===== src/rtl/dlatch_ex_pkg.sv =====
// Shared definitions for the d_latch exerciser: FSM encoding, step table and widths.
package dlatch_ex_pkg;

    localparam int STEP_W    = 3;
    localparam int NUM_STEPS = 8;

    typedef enum logic [1:0] {
        ST_IDLE  = 2'd0,
        ST_DRIVE = 2'd1,
        ST_CHECK = 2'd2,
        ST_DONE  = 2'd3
    } state_e;

    // Bit i holds the value for step s<i>; D sequence 0,0,1,1,0,1,1,0 and EN 0,1,1,0,0,0,1,1.
    localparam logic [NUM_STEPS-1:0] STEP_D_TABLE  = 8'b0110_1100;
    localparam logic [NUM_STEPS-1:0] STEP_EN_TABLE = 8'b1100_0110;

    localparam logic [STEP_W-1:0] FIRST_STEP = 3'd0;
    localparam logic [STEP_W-1:0] LAST_STEP  = 3'd7;

    // Value a transparent-high latch should present this cycle.
    function automatic logic latch_expect(input logic en, input logic d, input logic held);
        return en ? d : held;
    endfunction

endpackage


===== src/rtl/dlatch_step_rom.sv =====
// Combinational lookup of the (D,EN) pair driven for each table step.
module dlatch_step_rom
    import dlatch_ex_pkg::*;
(
    input  logic [STEP_W-1:0] step_idx,
    output logic              d,
    output logic              en
);

    always_comb begin
        d  = STEP_D_TABLE[step_idx];
        en = STEP_EN_TABLE[step_idx];
    end

endmodule


===== src/rtl/dlatch_exerciser.sv =====
// Walks a d_latch through the fixed step table, models the ideal latch alongside it
// and counts steps where Q/Qbar disagree with the model.
module dlatch_exerciser
    import dlatch_ex_pkg::*;
#(
    parameter int HOLD_CYCLES = 4,
    parameter int PASSES      = 1,
    parameter int ERR_W       = 8
) (
    input  logic              clk,
    input  logic              rst,
    input  logic              start,
    output logic              d_out,
    output logic              en_out,
    input  logic              q_in,
    input  logic              qbar_in,
    output logic              busy,
    output logic              done,
    output logic              pass,
    output logic [ERR_W-1:0]  err_count,
    output logic [STEP_W-1:0] step,
    output logic [1:0]        dbg_state
);

    localparam int HOLD_W = (HOLD_CYCLES > 2) ? $clog2(HOLD_CYCLES) : 1;
    localparam int PASS_W = (PASSES > 1) ? $clog2(PASSES) : 1;

    localparam logic [HOLD_W-1:0] HOLD_LAST = HOLD_W'(HOLD_CYCLES - 2);
    localparam logic [PASS_W-1:0] PASS_LAST = PASS_W'(PASSES - 1);
    localparam logic [ERR_W-1:0]  ERR_MAX   = '1;

    state_e              state_q, state_d;
    logic [HOLD_W-1:0]   hold_q, hold_d;
    logic [STEP_W-1:0]   step_q, step_d;
    logic [PASS_W-1:0]   pass_cnt_q, pass_cnt_d;
    logic [ERR_W-1:0]    err_q, err_d;
    logic                exp_q, exp_d;
    logic                exp_valid_q, exp_valid_d;
    logic                d_out_q, d_out_d;
    logic                en_out_q, en_out_d;

    logic                rom_d, rom_en;
    logic                exp_now;
    logic                check_en;
    logic                check_fail;
    logic                drive_active;

    // The ROM looks at the next step so d_out/en_out/step change on the same edge.
    dlatch_step_rom u_rom (
        .step_idx (step_d),
        .d        (rom_d),
        .en       (rom_en)
    );

    always_comb begin
        exp_now    = latch_expect(en_out_q, d_out_q, exp_q);
        check_en   = en_out_q | exp_valid_q;
        check_fail = check_en & ((q_in != exp_now) | (qbar_in != ~q_in));
    end

    // Handshake: start is a request with no ready; it is accepted only while busy=0
    // (IDLE or DONE) and is ignored for the whole run, so a pulse mid-run is dropped.
    always_comb begin
        state_d     = state_q;
        hold_d      = hold_q;
        step_d      = step_q;
        pass_cnt_d  = pass_cnt_q;
        err_d       = err_q;
        exp_d       = exp_q;
        exp_valid_d = exp_valid_q;

        if (en_out_q) begin
            exp_d       = d_out_q;
            exp_valid_d = 1'b1;
        end

        case (state_q)
            ST_IDLE, ST_DONE: begin
                if (start) begin
                    state_d     = ST_DRIVE;
                    hold_d      = '0;
                    step_d      = FIRST_STEP;
                    pass_cnt_d  = '0;
                    err_d       = '0;
                    exp_valid_d = 1'b0;
                end
            end
            ST_DRIVE: begin
                if (hold_q == HOLD_LAST) begin
                    state_d = ST_CHECK;
                end else begin
                    hold_d = hold_q + 1'b1;
                end
            end
            ST_CHECK: begin
                if (check_fail && (err_q != ERR_MAX)) begin
                    err_d = err_q + 1'b1;
                end
                hold_d = '0;
                if (step_q == LAST_STEP) begin
                    if (pass_cnt_q == PASS_LAST) begin
                        state_d = ST_DONE;
                    end else begin
                        state_d    = ST_DRIVE;
                        step_d     = FIRST_STEP;
                        pass_cnt_d = pass_cnt_q + 1'b1;
                    end
                end else begin
                    state_d = ST_DRIVE;
                    step_d  = step_q + 1'b1;
                end
            end
            default: begin
                state_d = ST_IDLE;
            end
        endcase
    end

    always_comb begin
        drive_active = (state_d == ST_DRIVE) || (state_d == ST_CHECK);
        d_out_d      = drive_active & rom_d;
        en_out_d     = drive_active & rom_en;
    end

    always_ff @(posedge clk) begin
        if (rst) begin
            state_q     <= ST_IDLE;
            hold_q      <= '0;
            step_q      <= '0;
            pass_cnt_q  <= '0;
            err_q       <= '0;
            exp_q       <= 1'b0;
            exp_valid_q <= 1'b0;
            d_out_q     <= 1'b0;
            en_out_q    <= 1'b0;
        end else begin
            state_q     <= state_d;
            hold_q      <= hold_d;
            step_q      <= step_d;
            pass_cnt_q  <= pass_cnt_d;
            err_q       <= err_d;
            exp_q       <= exp_d;
            exp_valid_q <= exp_valid_d;
            d_out_q     <= d_out_d;
            en_out_q    <= en_out_d;
        end
    end

    always_comb begin
        d_out     = d_out_q;
        en_out    = en_out_q;
        busy      = (state_q == ST_DRIVE) || (state_q == ST_CHECK);
        done      = (state_q == ST_DONE);
        pass      = (state_q == ST_DONE) && (err_q == '0);
        err_count = err_q;
        step      = step_q;
        dbg_state = state_q;
    end

endmodule


===== config.mk =====
export PLATFORM = sky130hd
export DESIGN_NAME = dlatch_exerciser
export DESIGN_NICKNAME = d
export VERILOG_FILES = /design/src/rtl/dlatch_ex_pkg.sv /design/src/rtl/dlatch_step_rom.sv /design/src/rtl/dlatch_exerciser.sv
export SDC_FILE = /design/constraint.sdc
export NUM_CORES = 1
export LEC_CHECK = 0
export ABC_AREA = 1
export CORE_MARGIN = 1
export CORE_UTILIZATION = 50
export DETAILED_ROUTE_END_ITERATION = 8
export GPL_TIMING_DRIVEN = 0
export HOLD_SLACK_MARGIN = 0.03
export MAX_ROUTING_LAYER = met4
export PLACE_DENSITY_LB_ADDON = 0.12
export SYNTH_ARGS = -nofsm -noshare
export SYNTH_HDL_FRONTEND = slang
export SYNTH_HIERARCHICAL = 1
export SYNTH_SLANG_ARGS = --single-unit

===== constraint.sdc =====
create_clock -name clk -period 2.5 [get_ports clk]
set_clock_uncertainty 0.05 [all_clocks]
set_input_delay 0.5 -clock clk [delete_from_list [all_inputs] [get_ports clk]]
set_output_delay 0.5 -clock clk [all_outputs]
set_load 0.01 [all_outputs]

## Word-level counts from Yosys, hierarchy flattened

Memory sizes are Yosys's and may differ from the RTL's.
Cells that the tools add are included.

- Flip-flop bits (word level): 20
- Output and inout port bits: 18
- Input port bits: 5
- Memory bits (read-only): 16
- Memories kept: 2
- Word-level logic and storage cells: 72

Memory list:

| name | words | width | read ports | clocked after Yosys merged registers in | write ports | line | text |
|---|---|---|---|---|---|---|---|
| (name not given) | 8 | 1 | 1 | 0 | 0 | dlatch_step_rom.sv:11 | `d = STEP_D_TABLE[step_idx];` |
| (name not given) | 8 | 1 | 1 | 0 | 0 | dlatch_step_rom.sv:12 | `en = STEP_EN_TABLE[step_idx];` |

- Equal/unequal tests: 14
- Bitwise operators: 6
- Magnitude comparators: 1
- Reduce and logical (&&, ||, !) cells: 11
- Multiplexer cells: 25
- Add/sub/neg operators: 4

Operator list:

| cell | number |
|---|---|
| $mux W8 | 2 |
| $pmux W8 S2 | 1 |
| $mux W2 | 6 |
| $pmux W2 S3 | 2 |
| $mux W1 | 9 |
| $mux W3 | 3 |
| $add A8 B1 Y8 const B | 1 |
| $eq A2 B2 Y1 const B | 4 |
| $logic_not A8 Y1 | 1 |
| $ne A2 B2 Y1 const B | 4 |
| $ne A8 B8 Y1 const B | 1 |
| $pmux W3 S2 | 1 |
| $reduce_and A3 Y1 | 2 |
| $eq A2 B1 Y1 const B | 2 |
| $lt A3 B4 Y1 const B | 1 |
| $add A3 B1 Y3 const B | 1 |
| $and A1 B1 Y1 | 3 |
| $eq A3 B3 Y1 const B | 1 |
| $add A2 B1 Y2 const B | 1 |
| $logic_and A1 B1 Y1 | 2 |
| $logic_not A2 Y1 | 1 |
| $logic_or A1 B1 Y1 | 2 |
| $ne A1 B1 Y1 | 2 |
| $or A1 B1 Y1 | 2 |
| other kinds (6) | 6 |

## Longest topological paths before layout

- Depth after elaboration: 7
- Mapped depth: 16
- Depth with buffers taken out: 16

## Modules after synthesis

Netlist, hierarchy kept.

By module, submodules not included:

| module | seq. area each (um2) | instances | cells each | area each (um2) |
|---|---|---|---|---|
| dlatch_exerciser | 380.4 | 1 | 175 | 1182.4 |
| dlatch_step_rom | 0.0 | 1 | 11 | 46.3 |

## Worst setup path before layout

Ideal clock, no wire load.

- Kind: reg2reg
- Start point: register state_q[0], in the netlist dbg_state[0]
- End point: register d_out_q, in the netlist d_out
- Library setup time: 120 ps
- Period minus slack after synthesis: 2029 ps
- Slack: 471 ps
- Data required time: 2330 ps
- Path buffers: 0
- Arrival time: 1859 ps
- Stages on the path, launching flop included: 17
- Path through: dfxtp_1 -> inv_1 -> ha_1 -> inv_2 -> nor2_4 -> inv_1 -> nand2_1 -> a31oi_1 -> inv_1 -> o21ai_1 -> inv_1 -> inv_1 -> nand2_2 -> nand3_1 -> nand2_1 -> inv_1 -> nor2_1

- Word-level cells in the longest chain between the ends: 6
- Elaborated cells between the ends (all ways): 15
- Classes of those cells: eq/ne (5); mux (5); bitwise (1); reduce/logical (3); memory (1)

RTL lines:

| item | line | text |
|---|---|---|
| from (decl) | dlatch_exerciser.sv:32 | `state_e state_q, state_d;` |
| from (signal assigned) | dlatch_exerciser.sv:137 | `state_q <= state_d;` |
| $eq A2 B2 Y1 or $logic_not A2 Y1 (tied branches) | dlatch_exerciser.sv:77 | `case (state_q)` |
| $reduce_or A2 Y1 | dlatch_exerciser.sv:77 |  |
| $pmux W3 S2 (*) | dlatch_exerciser.sv:77 |  |
| via step_d[0] | dlatch_exerciser.sv:34 | `logic [STEP_W-1:0] step_q, step_d;` |
| $mem_v2 Z8 W1 (*) | n/a |  |
| $mux W1 (implied by the code) (*) | dlatch_step_rom.sv:11 |  |
| via rom_d | dlatch_exerciser.sv:42 | `logic rom_d, rom_en;` |
| $and A1 B1 Y1 (*) | dlatch_exerciser.sv:121 | `d_out_d = drive_active & rom_d;` |
| to (signal assigned) | dlatch_exerciser.sv:144 | `d_out_q <= d_out_d;` |
| to (decl) | dlatch_exerciser.sv:39 | `logic d_out_q, d_out_d;` |

Mark *: on every way through the listed nets, which the timed path passes. The rest lies on a longest branch. The select of a mux whose other input is x is not followed.
A chain may end at the register's enable or synchronous reset.

## Worst setup path in the final report

- Start point: register state_q[0], in the netlist dbg_state[0]
- End point: output busy

- Word-level cells in the longest chain between the ends: 2
- Elaborated cells between the ends (all ways): 3
- Classes of those cells: eq/ne (2); reduce/logical (1)

RTL lines:

| item | line | text |
|---|---|---|
| $eq A2 B1 Y1 or $eq A2 B2 Y1 (tied branches) | dlatch_exerciser.sv:152 | `busy = (state_q == ST_DRIVE) \|\| (state_q == ST_CHECK);` |
| $logic_or A1 B1 Y1 (*) | dlatch_exerciser.sv:152 |  |
| to (decl) | dlatch_exerciser.sv:17 | `output logic busy,` |

Every way passes the cells marked *; elsewhere a longest branch is shown, timed or not.

==> flow_summary.yaml <==
layout:
  finalNetCount: 225
  final_util_pct: 67.3
  layout-drive-gt1-share_pct: 13.7
  area_delta_synth_final_pct: 23.5
  fillCellCount: 218
  antenna_cells: 0
timing:
  final-hold-violation-count: 0
  fmax_mhz: 437
  min_period_ns: 2.29
  holdWs_ns: 0.445
  layout_setup_ws_ns: 0.210
  period_share_pct: 91.6
  max_slew_margin_pct: 64.0
  grt_setup_unrepaired: "false"
  fin_tns_setup_ns: 0
  drv_slew: 0
  worst_pin_slew_ns: 0.540
  setup_viol: 0
pwr:
  peakVddDrop_mv: 0.298
  powerDensity_nw_per_um2: 451
  leakage_nw: 0.651
run:
  max_cap_viol_count: 0
logic_synthesis:
  synth_enable_flop_cells: 0
  netlist_area_um2: 1230
  synth.distinct_cells: 29
  seq_area_frac_synth_pct: 31.0
  ys_seq_elements: 19
  async_flop_share_pct: 0
  synthesis.nets: 198
  synth.avg_cell_area_um2: 6.61
  yosysWarnings: 6
  synth-main-ff-cell: "dfxtp_1"
  postSynthCellCount: 186
critical_path:
  rrSetupSlack_ns: 0.30
  arrival_ns: 1.74
  r2r-start: "dbg_state[0]"
  worstSetupStartpointType: "flip-flop"
  path_max_fanout: 5
  required_ns: 1.95
  crit_type: "flip-flop to output port"
  critPathLaunch: "dbg_state[0]"
  cp-end-kind: "output port"
global_route:
  track_usage_pct: 23.7
  antenna_found_initial: 0
  grt-ovfl-total: 0
  grt_pass1_wl_um: 4590
  grt_max_degree: 12
  grt_pass1_vias: 1162
min_path:
  hold_path.class: "flip-flop to flip-flop"
  min_from: "hold_q[1]"
detailed_routing:
  wl_per_cell_um: 11.2
  wl_met3_um: 89
  drc_errors: 0
  wl_um: 2690
  vias_per_cell: 5.21
  ant_nets: 0
  highest_layer: "met4"
  num_vias: 1250
  firstDrtPassIters: 4
  wl_met1_um: 1190
  wl_met2_um: 1370
  drt_iter0_drc: 19
clock_tree:
  clock_sinks: 19
  numCtsBuffers: 3
  clock_path_buffers: 2
  cts_max_level: 1
  insertion_delay_ns: 0.29
  root_buffer: "clkbuf_4"
  cts_tree: "yes"
  clkTransAtPathRegs_ns: 0.11
  cts_setup_buffers: 0
place:
  dpl_worst_slack_ns: 0.165
  gp_congestion: 0.862
  port_buffers: 22
  place_hpwl_um: 2100
die:
  core_um2: 2250
  die_h_um: 51.6
  ioPinCount: 23
  die_x_um: 51.6
  initial_core_util_pct: 54.5
  rows: 17
  dieArea_um2: 2660
run_status:
  status: "finished clean"
flip-flops by register name (all words and copies together), names as in the netlist:
| register | cells |
|---|---|
| err_count | 8 |
| step | 3 |
| dbg_state | 2 |
| hold_q | 2 |
| d_out | 1 |
| en_out | 1 |
| exp_q | 1 |
| exp_valid_q | 1 |
worst max-delay path, stage by stage (launching register included):
cell	delay [ns]
dfxtp_2	0.40
inv_1	0.07
ha_1	0.34
inv_2	0.11
clkdlybuf4s50_1	0.54
cells in the mapped netlist, types with 2 or more instances:
| master | number | area share [%] |
|---|---|---|
| ha_1 | 7 | 7.1 |
| nand2_1 | 41 | 13 |
| nor2_2 | 2 | 1.0 |
| o21ai_1 | 3 | 1.2 |
| nand2_2 | 3 | 1.5 |
| nor2_4 | 2 | 1.8 |
| o21ai_0 | 6 | 2.4 |
| inv_2 | 3 | 0.92 |
| nand3_1 | 16 | 6.5 |
| nand3b_1 | 2 | 1.2 |
| nand4_1 | 2 | 1.0 |
| nor2_1 | 25 | 7.6 |
| nor3_1 | 2 | 0.81 |
| inv_1 | 29 | 8.9 |
| a21oi_1 | 10 | 4.1 |
| buf_6 | 2 | 1.8 |
| dfxtp_1 | 19 | 31 |
repair_timing:
action | in CTS | in global routing
setup endpoints to repair | 1 | 3
hold buffers | 0 | 0
resized for setup | 2 | 2
path summary, 6_finish.rpt:
path / endpoint / depth (start not counted)
max: busy / 4
min reg2reg: hold_q[1] / 2
max reg2reg: en_out / 16
min: hold_q[1] / 2
layer usage:
metal | up-vias | track usage (%)
met1 | 579 | 25.0
met2 | 27 | 43.7
met3 | 4 | 3.51
met5 | - | -
met4 | 0 | 9.46
li1 | 640 | -
stage by stage:
| stage | area (um2) | std cells | power (mW) |
|---|---|---|---|
| after floorplan | 1230 | 186 | 0.471 |
| after global placement | 1480 | 236 | 0.531 |
| after detailed placement | 1480 | 236 | 0.539 |
| after CTS | 1510 | 240 | 0.692 |
| after global routing | 1520 | 240 | 0.731 |
| final | 1520 | 240 | 0.685 |
cells in the final DEF (no fill, tap or decap), types with 3 or more instances in the layout:
master / n
nand3_1: 16
nor2_1: 25
nand2_2: 3
inv_2: 3
dfxtp_1: 16
nand2_1: 41
o21ai_1: 3
o21ai_0: 6
dfxtp_2: 3
clkdlybuf4s50_1: 21
ha_1: 7
inv_1: 29
clkbuf_4: 3
a21oi_1: 10
cell families (layout without fill, tap and decap cells):
kind of cell,Yosys count,in the layout,synth area share [%]
DFF,19,19,31.0
AOI/OAI and AO/OA,24,24,11.4
buffers and inverters,36,62,12.5
and+or+nand+nor,100,100,38.0
adders and majority gates,7,7,7.13
report_power, final:
group / switching [mW] / internal, mW
Sequential: 0.0206 / 0.320
Clock: 0.0916 / 0.0594
Combinational: 0.106 / 0.0869
area by class of cell:
cell class	count	area, um2	share of cell area (%)
Buffer	4	33.8	2.23
Clock buffer	3	22.5	1.48
Clock inverter	1	5.00	0.330
Inverter	32	120	7.91
Multi-Input combinational cell	131	694	45.8
Sequential cell	19	384	25.3
Tap cell	28	35.0	2.31
Timing Repair Buffer	22	223	14.7
(Power assumes the default switching activity.)
